===== src/rtl/serial_transmitter.sv =====
// serial_transmitter: buffers parallel bytes in a small FIFO and sends each one
// on a single idle-high line at one bit per clock. Each frame is a 0 start bit,
// then 8 data bits MSB first, then STOP_BITS stop bits of 1.
module serial_transmitter #(
  parameter int DEPTH     = 4,
  parameter int STOP_BITS = 1
) (
  input  logic                       Clock,
  input  logic                       Reset,
  input  logic                       Enable,
  input  logic [7:0]                 WrData,
  input  logic                       WrValid,
  output logic                       WrReady,
  output logic                       Out,
  output logic                       Busy,
  output logic                       Done,
  output logic [$clog2(DEPTH+1)-1:0] Count
);

  localparam int CW = $clog2(DEPTH + 1);
  localparam int AW = $clog2(DEPTH);
  localparam logic [CW-1:0] FullCount = CW'(DEPTH);
  localparam logic [1:0]    LastStop  = 2'(STOP_BITS - 1);

  typedef enum logic [1:0] {IDLE, START, DATA, STOP} state_t;

  state_t        state_q;
  logic [7:0]    shift_q;
  logic [2:0]    bitCnt_q;
  logic [1:0]    stopCnt_q;
  logic          out_q;

  logic [7:0]    mem_q [DEPTH];
  logic [AW-1:0] wrPtr_q;
  logic [AW-1:0] rdPtr_q;
  logic [CW-1:0] count_q;
  logic [CW-1:0] count_d;

  logic          push;
  logic          pop;
  logic          lastStop;

  // Handshake and frame-start decisions, all taken from registered state.
  // A frame can start from IDLE or straight out of the final stop cycle.
  always_comb begin
    lastStop = (state_q == STOP) && (stopCnt_q == LastStop);
    WrReady  = (count_q < FullCount);
    push     = WrValid && WrReady;
    pop      = Enable && (count_q != '0) && ((state_q == IDLE) || lastStop);
  end

  // Occupancy next value; a simultaneous push and pop leaves it unchanged.
  always_comb begin
    count_d = count_q;
    case ({push, pop})
      2'b10:   count_d = count_q + CW'(1);
      2'b01:   count_d = count_q - CW'(1);
      default: count_d = count_q;
    endcase
  end

  // FIFO storage; contents need no reset because the pointers define validity.
  always_ff @(posedge Clock) begin
    if (push) begin
      mem_q[wrPtr_q] <= WrData;
    end
  end

  // FIFO pointers and occupancy; pointers wrap naturally at the power-of-two depth.
  always_ff @(posedge Clock) begin
    if (Reset) begin
      wrPtr_q <= '0;
      rdPtr_q <= '0;
      count_q <= '0;
    end else begin
      if (push) begin
        wrPtr_q <= wrPtr_q + AW'(1);
      end
      if (pop) begin
        rdPtr_q <= rdPtr_q + AW'(1);
      end
      count_q <= count_d;
    end
  end

  // Frame sequencer driving the registered serial line.
  always_ff @(posedge Clock) begin
    if (Reset) begin
      state_q   <= IDLE;
      out_q     <= 1'b1;
      shift_q   <= '0;
      bitCnt_q  <= '0;
      stopCnt_q <= '0;
    end else begin
      case (state_q)
        IDLE: begin
          out_q <= 1'b1;
          if (pop) begin
            shift_q <= mem_q[rdPtr_q];
            out_q   <= 1'b0;
            state_q <= START;
          end
        end
        START: begin
          out_q    <= shift_q[7];
          bitCnt_q <= '0;
          state_q  <= DATA;
        end
        DATA: begin
          if (bitCnt_q == 3'd7) begin
            out_q     <= 1'b1;
            stopCnt_q <= '0;
            state_q   <= STOP;
          end else begin
            shift_q  <= {shift_q[6:0], 1'b0};
            out_q    <= shift_q[6];
            bitCnt_q <= bitCnt_q + 3'd1;
          end
        end
        STOP: begin
          if (lastStop) begin
            if (pop) begin
              shift_q <= mem_q[rdPtr_q];
              out_q   <= 1'b0;
              state_q <= START;
            end else begin
              out_q   <= 1'b1;
              state_q <= IDLE;
            end
          end else begin
            out_q     <= 1'b1;
            stopCnt_q <= stopCnt_q + 2'd1;
          end
        end
        default: begin
          out_q   <= 1'b1;
          state_q <= IDLE;
        end
      endcase
    end
  end

  assign Out   = out_q;
  assign Busy  = (state_q != IDLE);
  assign Done  = lastStop;
  assign Count = count_q;

endmodule


===== config.mk =====
export PLATFORM = sky130hd
export DESIGN_NAME = serial_transmitter
export DESIGN_NICKNAME = d
export VERILOG_FILES = /design/src/rtl/serial_transmitter.sv
export SDC_FILE = /design/constraint.sdc
export NUM_CORES = 1
export LEC_CHECK = 0
export CORE_ASPECT_RATIO = 0.7
export CORE_MARGIN = 5
export CORE_UTILIZATION = 25
export DETAILED_ROUTE_END_ITERATION = 6
export PLACE_DENSITY = 0.49
export SLEW_MARGIN = 20
export SYNTH_ARGS = -nofsm -noshare
export SYNTH_HDL_FRONTEND = slang
export SYNTH_SLANG_ARGS = --single-unit

===== constraint.sdc =====
create_clock -name Clock -period 2.2 [get_ports Clock]
set_input_delay 0.44 -clock Clock [delete_from_list [all_inputs] [get_ports Clock]]
set_output_delay 0.44 -clock Clock [all_outputs]
set_load 0.05 [all_outputs]

==> implementation parameters <==
Parameter                              Value

Status
  Result of the run    completed

Logic synthesis
  Count of unique library cells instantiated by Yosys    33
  Sequential fraction of the synthesis area    57.20%
  Number of warnings printed during yosys synthesis    0
  Area of the mapped netlist    2555 um2
  Seq cells post-synth    57
  Synthesized netlist net count    223
  Number of cells produced by synthesis    198
  Avg Inst Size Synth    12.90 um2

Clock tree
  Clock transition at the registers of the reported paths    0.05 ns
  Number of clock buffers inserted by TritonCTS    9
  Hold bufs inserted after CTS    0
  Worst-case clock buffer depth    2
  Clock latency on the worst-skew pair    0.32 ns
  CTS tree    built
  CTS root buffer    sky130_fd_sc_hd__clkbuf_16
  H-tree level count    3
  CTS sink cnt    57

Global routing
  Overall overflow remaining after global route    0
  Vias in the first global route    1547
  Global-route wire length before repair    7.845 mm
  Largest net degree at the start of global routing    13
  Global-route total usage across every layer    8.426%
  Antenna violations before repair    0

Place
  GPL Wtd Cong    0.7515
  Port Buf Inserts    18
  Area after detailed placement    2992 um2
  Cells after DPL    355
  Post-DP HPWL    3.379 mm

Setup path
  Buffering stage count on the worst path with inverters included    2
  Slowest stage cell on the critical path    sky130_fd_sc_hd__fa_1
  Largest fanout on the critical path    4
  Cell chain of the critical path    inv_1, ha_2, a21oi_2, nor2_2, ha_2, inv_1, fa_1, xor2_1, or3_1, a21oi_1
  Launching point of the worst reg2reg path    stopCnt_q[0]
  Kind of cell with the highest combined delay on the critical path    adder cells
  Arrival time reported for the critical path endpoint    2.30 ns
  Critical path class    reg -> reg
  Type of origin of the critical path    flip-flop
  Type of element capturing the critical path    flip-flop
  Max incr delay on CP    0.36 ns
  WP data required    2.45 ns
  Setup crit start    stopCnt_q[0]

Route
  Average wire per cell in the routed design    12.71 um
  Met3 wire length    233 um
  Post-route met1 wirelength    2.352 mm
  Drt via density    4.272
  Violation count after the first detailed-route iteration    73
  DR vias    1585
  Routed WL    4.717 mm
  Highest routed layer    met4
  DRT Pass-1 Iters    4
  Remaining number of nets flagged by the antenna check after routing    0
  Drc violations    0
  Met2 Routed Length    2.088 mm

Floorplanning
  Number of standard-cell rows in the floorplan    30
  Vert. Die Dim    94.58 um
  Overall die area    12370 um2
  Number of top-level design ports    19
  Starting utilization of the core area    25.98%
  Core area    9834 um2
  Die span in x    130.8 um

Cells and area
  Non-Filler Cell Area, Final    3307 um2
  End-of-flow core utilization    33.63%
  Area added between synthesis and finish    29.43%
  Count of antenna diodes in the layout    0
  Post-route insts no fill    371
  Layout cell share with drive strength beyond 1    27.98%
  Number of nets in the layout    263

Timing
  Period minus WS final    2.058 ns
  Share of the cycle needed by the critical path after routing    93.54%
  FMAX    0.4859 GHz
  Worst slew slack as a fraction of its limit    63.79%
  Final number of hold-violating endpoints    0
  Number of pins exceeding their max-slew limit in the final report    0
  Smallest hold slack    0.4916 ns
  Slew at the pin closest to its max-slew limit    0.5424 ns
  Setup-failing EPs final    0
  Setup Skew    0.004527 ns

Power and ir drop
  Peak supply drop    0.0004870 V
  Pwr/cell area    1330 nW/um2
  Pleak    1.179 nW

Flow run
  Max cap viols    0

Worst hold path
  Tightest Hold Check Type    reg -> reg
  HP Start    stopCnt_q[1]
==> layout make-up <==
cell class | count | area [um2]
multi-input cells | 120 | 1005
well taps | 128 | 160.2
clock buffers | 9 | 225.2
fillers | 992 | 6528
inverters | 14 | 52.55
repair buffers | 36 | 325.3
flip-flops and latches | 57 | 1468
clock inverters | 7 | 71.32
==> repair_timing <==
action | 4_1_cts | 5_1_grt
buffers inserted | 0 | 0
hold endpoints to repair | 0 | 0
resized for setup | 0 | 10
endpoints found under the setup margin | 0 | 1
==> through the flow <==
step                 TNS, ns  worst slack, ns  total power [mW]
floorplan                  0          0.07372             2.601
global placement     -0.2523          -0.2490             3.074
detailed placement   -0.4033          -0.3216             3.080
CTS                        0          0.01146             4.444
global route        -0.01139         -0.01139             4.681
finish                     0           0.1421             4.398
==> layer usage <==
layer,GRT usage (%),vias up
met5,0,-
met4,2.825,0
met3,3.731,7
met2,12.14,21
met1,11.27,758
li1,-,799
==> path summary, 6_finish.rpt <==
kind,cells after the start,slack (ns),to
setup / recovery,10,0.14,Count[2]
hold / removal,2,0.49,stopCnt_q[1]
setup reg to reg,10,0.14,Count[2]
hold reg to reg,2,0.49,stopCnt_q[1]
==> power by group <==
| group | leakage (nW) | internal [mW] | switching (mW) |
|---|---|---|---|
| Combinational | 0.530 | 0.706 | 0.817 |
| Sequential | 0.500 | 1.36 | 0.173 |
| Clock | 0.149 | 0.874 | 0.471 |
==> tightest hold or removal path, cell delays in order (launching register included) <==
cell	delay [ns]
sky130_fd_sc_hd__dfxtp_1	0.32
sky130_fd_sc_hd__o21ai_0	0.07
sky130_fd_sc_hd__a21oi_1	0.06
==> cell usage in the layout (no fill, tap or decap), types with 3 or more instances in the layout <==
| cell type | n |
|---|---|
| sky130_fd_sc_hd__clkbuf_16 | 9 |
| sky130_fd_sc_hd__edfxtp_1 | 32 |
| sky130_fd_sc_hd__clkinv_4 | 3 |
| sky130_fd_sc_hd__and2_1 | 7 |
| sky130_fd_sc_hd__a21oi_1 | 20 |
| sky130_fd_sc_hd__clkdlybuf4s50_1 | 15 |
| sky130_fd_sc_hd__xor2_1 | 3 |
| sky130_fd_sc_hd__nor2b_1 | 4 |
| sky130_fd_sc_hd__dfxtp_1 | 20 |
| sky130_fd_sc_hd__nand2_1 | 16 |
| sky130_fd_sc_hd__mux4_2 | 8 |
| sky130_fd_sc_hd__nor2_1 | 14 |
| sky130_fd_sc_hd__dfxtp_2 | 5 |
| sky130_fd_sc_hd__o21ai_0 | 8 |
| sky130_fd_sc_hd__ha_2 | 3 |
| sky130_fd_sc_hd__buf_4 | 19 |
| sky130_fd_sc_hd__a311oi_2 | 6 |
| sky130_fd_sc_hd__clkinv_2 | 3 |
| sky130_fd_sc_hd__inv_1 | 11 |
| sky130_fd_sc_hd__ha_1 | 9 |
==> cell usage after synthesis (all sizes together) <==
cell type	number	area [um2]
a211oi	1	7.510
a21bo	1	10.01
a21oi	21	105.1
a22oi	2	15.01
a311oi	7	116.4
a32o	1	10.01
and2	7	43.79
buf	4	38.78
clkbuf	3	11.26
clkinv	1	3.750
dfxtp	25	500.5
edfxtp	32	960.9
fa	1	20.02
ha	12	150.1
inv	13	48.80
mux2i	1	10.01
mux4	8	180.2
nand2	16	60.06
nand4	1	6.260
nor2	16	62.56
nor2b	4	25.02
nor3	1	5.000
nor3b	1	7.510
o21ai	8	40.04
o31a	1	10.01
o31ai	2	42.54
or2b	1	7.510
or3	2	12.51
xnor2	2	17.52
xor2	3	26.28
==> sequential cells by signal (all words and copies together), names as in the netlist, named ones only <==
signal / cells
stopCnt_q: 2
wrPtr_q: 2
Out: 1
Count: 3
rdPtr_q: 2
state_q: 2
bitCnt_q: 3
shift_q: 8
mem_q: 32
==> cells by family after synthesis <==
group                      Yosys count  synth area share [%]
buffers and inverters               21                 4.015
and+or+nand+nor                     49                 9.011
adders and majority gates           13                 6.660
DFF                                 57                 57.20
muxes                                9                 7.444
xor gates and xnor gates             5                 1.714
AOI/OAI and AO/OA                   44                 13.96
(Power assumes the default switching activity.)
